`config.mk`:
```
export PLATFORM = sky130hd
export DESIGN_NAME = seq_detector_param_flat
export DESIGN_NICKNAME = d
export VERILOG_FILES = /design/src/rtl/seq_detector_param_pkg.sv /design/src/rtl/seq_detector_param_if.sv /design/src/rtl/seq_detector_param_window.sv /design/src/rtl/seq_detector_param.sv /design/src/flat_wrapper.sv
export SDC_FILE = /design/constraint.sdc
export NUM_CORES = 1
export LEC_CHECK = 0
export ABC_AREA = 1
export BUFFER_PORTS_ARGS = -buffer_cell sky130_fd_sc_hd__buf_2
export CORE_AREA = 4 4 41 43
export DETAILED_ROUTE_END_ITERATION = 6
export DIE_AREA = 0 0 45 47
export GPL_ROUTABILITY_DRIVEN = 0
export SYNTH_ARGS = -nofsm -noshare
export SYNTH_HDL_FRONTEND = slang
export SYNTH_SLANG_ARGS = --single-unit
```
`constraint.sdc`:
```
create_clock -name clk -period 1 [get_ports clk]
set_input_delay 0.25 -clock clk [delete_from_list [all_inputs] [get_ports clk]]
set_output_delay 0.25 -clock clk [all_outputs]
set_load 0.05 [all_outputs]
```
`src/rtl/seq_detector_param_pkg.sv`:
```
// seqdet_pkg: constants and helpers shared by the seq_detector_param slice.
//   OVL_ON / OVL_OFF : values for the OVERLAP parameter
//   MAX_PAT_LEN      : largest supported pattern length
//   clog2()          : ceiling log2 (minimum 1), sizes the fill counter
package seqdet_pkg;

    localparam int OVL_OFF     = 0;
    localparam int OVL_ON      = 1;
    localparam int MAX_PAT_LEN = 16;

    function automatic int clog2(input int value);
        int result;
        result = 1;
        while ((1 << result) < value) begin
            result = result + 1;
        end
        return result;
    endfunction

endpackage

```
`src/rtl/seq_detector_param_if.sv`:
```
// seq_detector_param_if: serial stream and match result of the detector.
//   x, in_valid, clear : stream bit, sample qualifier, synchronous flush
//   y, match_count     : registered match flag and saturating match count
// master drives the stream; slave is the detector.
interface seq_detector_param_if #(
    parameter int COUNT_W = 8
);
    logic               x;
    logic               in_valid;
    logic               clear;
    logic               y;
    logic [COUNT_W-1:0] match_count;

    modport master (
        output x, in_valid, clear,
        input  y, match_count
    );

    modport slave (
        input  x, in_valid, clear,
        output y, match_count
    );
endinterface

```
`src/rtl/seq_detector_param_window.sv`:
```
// seqdet_window: sample history plus fill counter for the detector.
//   clk, rst : clock, asynchronous active-high reset
//   shift_en : accept din into the history this cycle
//   din      : serial bit
//   flush    : clear history and fill (wins over shift_en)
//   drop     : on a shift, restart the fill count (non-overlap restart)
//   win      : look-ahead window, i.e. history with din appended (newest in LSB)
//   full     : shifting din now would complete a full PAT_LEN-bit window
// Exposing the look-ahead lets the top compare and register y in one cycle.
module seqdet_window
    import seqdet_pkg::*;
#(
    parameter int PAT_LEN = 4
) (
    input  logic               clk,
    input  logic               rst,
    input  logic               shift_en,
    input  logic               din,
    input  logic               flush,
    input  logic               drop,
    output logic [PAT_LEN-1:0] win,
    output logic               full
);
    localparam int FW = clog2(PAT_LEN + 1);
    localparam logic [FW-1:0] FILL_MAX = FW'(PAT_LEN);

    logic [FW-1:0] fill_reg;
    logic [FW-1:0] fill_next;

    // Fill after accepting one more bit, saturating at PAT_LEN.
    assign fill_next = (fill_reg == FILL_MAX) ? fill_reg : fill_reg + 1'b1;
    assign full      = (fill_next == FILL_MAX);

    always_ff @(posedge clk or posedge rst) begin
        if (rst) begin
            fill_reg <= '0;
        end else if (flush) begin
            fill_reg <= '0;
        end else if (shift_en) begin
            fill_reg <= drop ? '0 : fill_next;
        end
    end

    generate
        if (PAT_LEN == 1) begin : g_single
            // A one-bit pattern needs no stored history.
            assign win = din;
        end else begin : g_hist
            // Only PAT_LEN-1 bits are kept; the oldest falls out on the shift.
            logic [PAT_LEN-2:0] hist_reg;

            assign win = {hist_reg, din};

            always_ff @(posedge clk or posedge rst) begin
                if (rst) begin
                    hist_reg <= '0;
                end else if (flush) begin
                    hist_reg <= '0;
                end else if (shift_en) begin
                    hist_reg <= win[PAT_LEN-2:0];
                end
            end
        end
    endgenerate

endmodule

```
`src/rtl/seq_detector_param.sv`:
```
// seq_detector_param: parametrised Moore serial pattern detector.
//   clk, rst : clock, asynchronous active-high reset
//   bus      : seq_detector_param_if.slave (x, in_valid, clear in; y, match_count out)
// y goes high for the sample after the final pattern bit is accepted and holds
// through in_valid=0 cycles. Build option SEQDET_COUNT_EN enables the
// saturating match counter; otherwise match_count is tied to zero.
module seq_detector_param
    import seqdet_pkg::*;
#(
    parameter int                 PAT_LEN = 4,
    parameter logic [PAT_LEN-1:0] PATTERN = 4'b1010,
    parameter int                 OVERLAP = OVL_ON,
    parameter int                 COUNT_W = 8
) (
    input  logic                 clk,
    input  logic                 rst,
    seq_detector_param_if.slave  bus
);
    generate
        if (PAT_LEN < 1 || PAT_LEN > MAX_PAT_LEN) begin : g_bad_len
            $error("seq_detector_param: PAT_LEN must be in 1..16");
        end
    endgenerate

    logic               sample;
    logic               hit;
    logic               drop;
    logic               full;
    logic [PAT_LEN-1:0] win;
    logic               y_reg;

    // clear has priority, so a clearing cycle never shifts or hits.
    assign sample = bus.in_valid && !bus.clear;
    assign hit    = sample && full && (win == PATTERN);
    // Non-overlap mode forces the next match to use entirely fresh bits.
    assign drop   = (OVERLAP == OVL_OFF) && hit;

    seqdet_window #(
        .PAT_LEN (PAT_LEN)
    ) u_window (
        .clk      (clk),
        .rst      (rst),
        .shift_en (sample),
        .din      (bus.x),
        .flush    (bus.clear),
        .drop     (drop),
        .win      (win),
        .full     (full)
    );

    always_ff @(posedge clk or posedge rst) begin
        if (rst) begin
            y_reg <= 1'b0;
        end else if (bus.clear) begin
            y_reg <= 1'b0;
        end else if (bus.in_valid) begin
            y_reg <= hit;
        end
    end

    assign bus.y = y_reg;

`ifdef SEQDET_COUNT_EN
    logic [COUNT_W-1:0] count_reg;

    always_ff @(posedge clk or posedge rst) begin
        if (rst) begin
            count_reg <= '0;
        end else if (bus.clear) begin
            count_reg <= '0;
        end else if (hit && (count_reg != {COUNT_W{1'b1}})) begin
            count_reg <= count_reg + 1'b1;
        end
    end

    assign bus.match_count = count_reg;
`else
    assign bus.match_count = '0;
`endif

endmodule

```
`src/flat_wrapper.sv`:
```
// flat-port wrapper written by rule: the top's interface ports become plain ports
module seq_detector_param_flat import seqdet_pkg::*;
#(
    parameter int                 PAT_LEN = 4,
    parameter logic [PAT_LEN-1:0] PATTERN = 4'b1010,
    parameter int                 OVERLAP = OVL_ON,
    parameter int                 COUNT_W = 8
)
  (clk, rst, bus_x, bus_in_valid, bus_clear, bus_y, bus_match_count);
  seq_detector_param_if #(.COUNT_W(COUNT_W)) bus_i ();
  input  logic clk;
  input  logic rst;
  input wire logic [$bits(bus_i.x)-1:0] bus_x;
  input wire logic [$bits(bus_i.in_valid)-1:0] bus_in_valid;
  input wire logic [$bits(bus_i.clear)-1:0] bus_clear;
  output wire logic [$bits(bus_i.y)-1:0] bus_y;
  output wire logic [$bits(bus_i.match_count)-1:0] bus_match_count;
  assign bus_i.x = bus_x;
  assign bus_i.in_valid = bus_in_valid;
  assign bus_i.clear = bus_clear;
  assign bus_y = bus_i.y;
  assign bus_match_count = bus_i.match_count;
  seq_detector_param #(.PAT_LEN(PAT_LEN), .PATTERN(PATTERN), .OVERLAP(OVERLAP), .COUNT_W(COUNT_W)) u_core (.clk(clk), .rst(rst), .bus(bus_i));
endmodule
```
== After elaboration in Yosys (flattened, before gate mapping) ==
Index checks and enable logic that the tools add are counted.
Word-level totals
  input port bits: 5
  flip-flop bits (word level): 7
Operators by class
  reductions and logical operators: 6
  equal/unequal tests: 3
  add/sub/neg operators: 1
  multiplexer cells: 7
Operators with widths (number)
  $mux W3: 5
  $eq A3 B3 Y1 const B: 2
  $eq A4 B4 Y1 const B: 1
  $reduce_bool A2 Y1: 2
  $add A3 B1 Y3 const B: 1
  $logic_and A1 B1 Y1: 3
  $mux W1: 2
  $logic_not A1 Y1: 1

== Longest topological paths before layout ==
  depth in word-level cells: 7
  gate-level depth with buffers: 8
  gate-level depth less buffers: 8

== Cells and area by module ==
From an unflattened synthesis, not the netlist that was laid out.
Unflattened totals
  cell total of the unflattened synthesis: 68
  area total of the unflattened synthesis: 494.2 um2
By module, submodules not included
  seqdet_window: cells an instance 45, instances 1, area each 341.6 um2
  seq_detector_param: cells an instance 23, instances 1, area each 152.6 um2

== Worst setup path before layout ==
No wires, ideal clock.
  path kind: reg2reg
  from: register u_core.u_window.fill_reg[0]
  to: register u_core.y_reg (netlist: u_core.bus.y)
  setup time: 0.066 ns
  cell stages (with the launch flop): 9
  arrival time: 1.022 ns
  path buffers: 0
  setup slack: -0.088 ns
  clock period less this slack: 1.088 ns
  cell sequence: dfrtp_1 -> inv_1 -> ha_1 -> nand2_1 -> nand2_1 -> nand2_1 -> nor2_1 -> nand3_1 -> nand2_1
On the way
  longest elaborated chain between the ends: 7
  elaborated cells between the ends (all ways): 8
Ends and longest elaborated chain
  start: declaration: RTL line seq_detector_param_window.sv:27  | logic [FW-1:0] fill_reg;
  start signal: assignment: RTL line seq_detector_param_window.sv:40  | fill_reg <= drop ? '0 : fill_next;
  $add A3 B1 Y3 or $eq A3 B3 Y1 (tied branches): RTL line seq_detector_param_window.sv:31  | assign fill_next = (fill_reg == FILL_MAX) ? fill_reg : fill_reg + 1'b1;
  $mux W3 (*): RTL line seq_detector_param_window.sv:31
  $eq A3 B3 Y1 (*): RTL line seq_detector_param_window.sv:32  | assign full = (fill_next == FILL_MAX);
  $logic_and A1 B1 Y1 (*) (2 in series): RTL line seq_detector_param.sv:34  | assign hit = sample && full && (win == PATTERN);
  $mux W1 (*): RTL line seq_detector_param.sv:56  | end else if (bus.in_valid) begin
  $mux W1 (*): RTL line seq_detector_param.sv:54  | end else if (bus.clear) begin
  end signal: assignment: RTL line seq_detector_param.sv:57  | y_reg <= hit;
  end: declaration: RTL line seq_detector_param.sv:30  | logic y_reg;
Mark *: on every way between the ends. The rest lies on a longest branch, timed or not. The select of a mux whose other input is x is not followed.
A chain may end at the register's enable or synchronous reset.

== Worst setup path in the final report ==
Ends and elaborated chain as after synthesis.

==> out/results.txt <==
Yosys cell types = 12
Max Freq = 0.880 GHz
routed via count = 359
Max Cap Viol = 0
Netlist Area Pre-Place = 444 um^2
delay of the slowest cell on the worst path = 0.40 ns
Crit Path Category = flip-flop to flip-flop
fin nets = 79
Core ar. = 0.00130 mm^2
I/O Pins = 14
Clock Skew = 0.00100 ns
vias per inst = 4.17
Ant. Diodes = 0
worst reg2reg path endpoint = u_core.bus.y$_DFFE_PP0P_
Reg2Reg Setup Slack = -0.14 ns
crit path capture type = flip-flop
arrival time at the worst endpoint = 1.33 ns
row count = 13
flops & latches, synth = 7
initial drt markers = 0
clk slew on worst S/H paths = 0.05 ns
crit-path most repeated cell = nand2_2
Ys Warns = 0
DRC = 0
final worst slack = -0.136 ns
Slew Viols, Final = 0
vias in the first global route = 330
post-place setup slack = -0.122 ns
CTS tree = built
CTS root buf = clkbuf_4
fin crit share = 114%
CTS HTree Levels = 1
crit path time final = 1.14 ns
post-route design area = 552 um^2
dpl cell area = 484 um^2
DR pass1 iterations = 1
fraction of layout cells with a size suffix above 1 = 31.0%
final count of negative-setup-slack endpoints = 4
Worst VDD drop = 714 uV
die span in x = 45 um
DR WL/cell = 9.56 um
worst hold path type = input pin to flip-flop
post-synthesis sequential area ratio = 39.4%
Worst Setup Start Kind = flip-flop
PortBufs = 5
Reg2Reg Depth = 8
Clock Sinks = 7
RSZ-0062 raised after global routing = true
Worst-Skew Late Latency = 0.25 ns
maximum number of pins on one net before global-route repair = 8
Initial Util = 34.1%
initial antenna violation count = 0
Clock Path Buffers = 2
CTS buffer count = 3
GRT Resource Usage Total = 8.84%
chip height = 47 um
first-pass GRT wire length = 1320 um
worst r2r src = u_core.u_window.fill_reg[0]$_DFFE_PP0P_
largest fanout on the critical path = 4
CP max-delay cell = dfrtp_1
final core utilization = 42.4%
violated checks = negative setup slack
total wire length = 822 um
Syn Inst Count = 59
min-delay src = bus_x
final hold viol count = 0
P_leak = 0.286 nW
gr ovfl total = 0
cells along the critical path = inv_2 -> ha_4 -> nand2_4 -> nand2_2 -> nand2_2 -> nor2_2 -> nand3_1 -> nand2_1
die area = 0.00212 mm^2
hold path endpoint = u_core.u_window.g_hist.hist_reg[0]$_DFFE_PP0P_
syn_area_per_cell = 7.53 um^2
Pwr Density = 1370 mW/mm^2
ANT nets after route = 0
synth-to-layout area growth = 24.2%
most frequent cells in the layout = 8 x nand3_1, 8 x conb_1, 7 x inv_1, 7 x nand2_1, 7 x dfrtp_1
Worst EP required = 1.19 ns
DP Wirelength = 640 um
status = finished with violations
Worst Hold Depth = 3
-- per-layer routing --
layer,vias up,routed length [um],share of wire [%],GRT usage [%]
met5,-,0,0,0
met4,0,15,1.8,7.02
met3,2,27,3.3,1.15
met2,8,389,47,12.4
met1,157,389,47,12.1
li1,192,-,-,-
-- final cells by class --
cell class              count  area [um^2]
flip-flops and latches      7          175
clock buffers               4         26.3
multi-input cells          41          230
well taps                  15         18.8
inverters                  10         37.5
fillers                   152          749
repair buffers              9         63.8
-- cell families (layout without fill, tap and decap cells) --
family          Yosys count  in the layout  synth area share, %
buf+inv                  18             23                 22.0
simple gates             25             25                 25.1
other cells               1              8                0.844
compound gates            6              6                 7.04
flops                     7              7                 39.4
fa+ha+maj                 2              2                 5.63
-- through the flow --
stage | TNS [ns] | std cells | power [W] | hold WS [ns]
floorplan | -0.0173 | 66 | 0.000464 | 0.0534
global placement | -0.186 | 80 | 0.000476 | 0.195
detailed placement | -0.211 | 80 | 0.000476 | 0.194
CTS | -0.254 | 86 | 0.000745 | 0.285
global route | -0.659 | 86 | 0.000793 | 0.312
finish | -0.269 | 86 | 0.000755 | 0.282
-- power breakdown --
group          switching [W]  internal (W)
sequential         0.0000101      0.000295
combinational       0.000133     0.0000575
clock               0.000106      0.000152
-- repair_timing --
| action | CTS | global route |
|---|---|---|
| hold buffers | 1 | 0 |
| resized for setup | 4 | 6 |
| pin swaps | 2 | 6 |
| endpoints found under the hold margin | 7 | 0 |
| setup endpoints to repair | 4 | 5 |
| buffers inserted | 1 | 0 |
-- worst max-delay path, delay by kind of cell (launching register included) --
kind	cells	cell delay [ns]
adder cells (fa/ha/maj)	1	0.16
buffers and inverters	1	0.09
flip-flops	1	0.40
AND/OR/NAND/NOR	6	0.43
-- worst max-delay path by stage --
stage                                            start                       end
2_1_floorplan  u_core.u_window.fill_reg[1]$_DFFE_PP0P_  u_core.bus.y$_DFFE_PP0P_
3_3_place_gp   u_core.u_window.fill_reg[0]$_DFFE_PP0P_  u_core.bus.y$_DFFE_PP0P_
3_5_place_dp   u_core.u_window.fill_reg[1]$_DFFE_PP0P_  u_core.bus.y$_DFFE_PP0P_
4_1_cts        u_core.u_window.fill_reg[1]$_DFFE_PP0P_  u_core.bus.y$_DFFE_PP0P_
5_1_grt        u_core.u_window.fill_reg[0]$_DFFE_PP0P_  u_core.bus.y$_DFFE_PP0P_
6_report       u_core.u_window.fill_reg[0]$_DFFE_PP0P_  u_core.bus.y$_DFFE_PP0P_
-- cells in the mapped netlist --
cell | n | share of area [%]
buf_4 | 8 | 14
conb_1 | 1 | 0.84
dfrtp_1 | 7 | 39
ha_1 | 2 | 5.6
inv_1 | 9 | 7.6
inv_2 | 1 | 0.84
nand2_1 | 12 | 10
nand3_1 | 8 | 9.0
nor2_1 | 4 | 3.4
nor2_4 | 1 | 2.5
o21ai_0 | 5 | 5.6
o22ai_1 | 1 | 1.4
No activity file was read; power rests on OpenSTA's default activity.
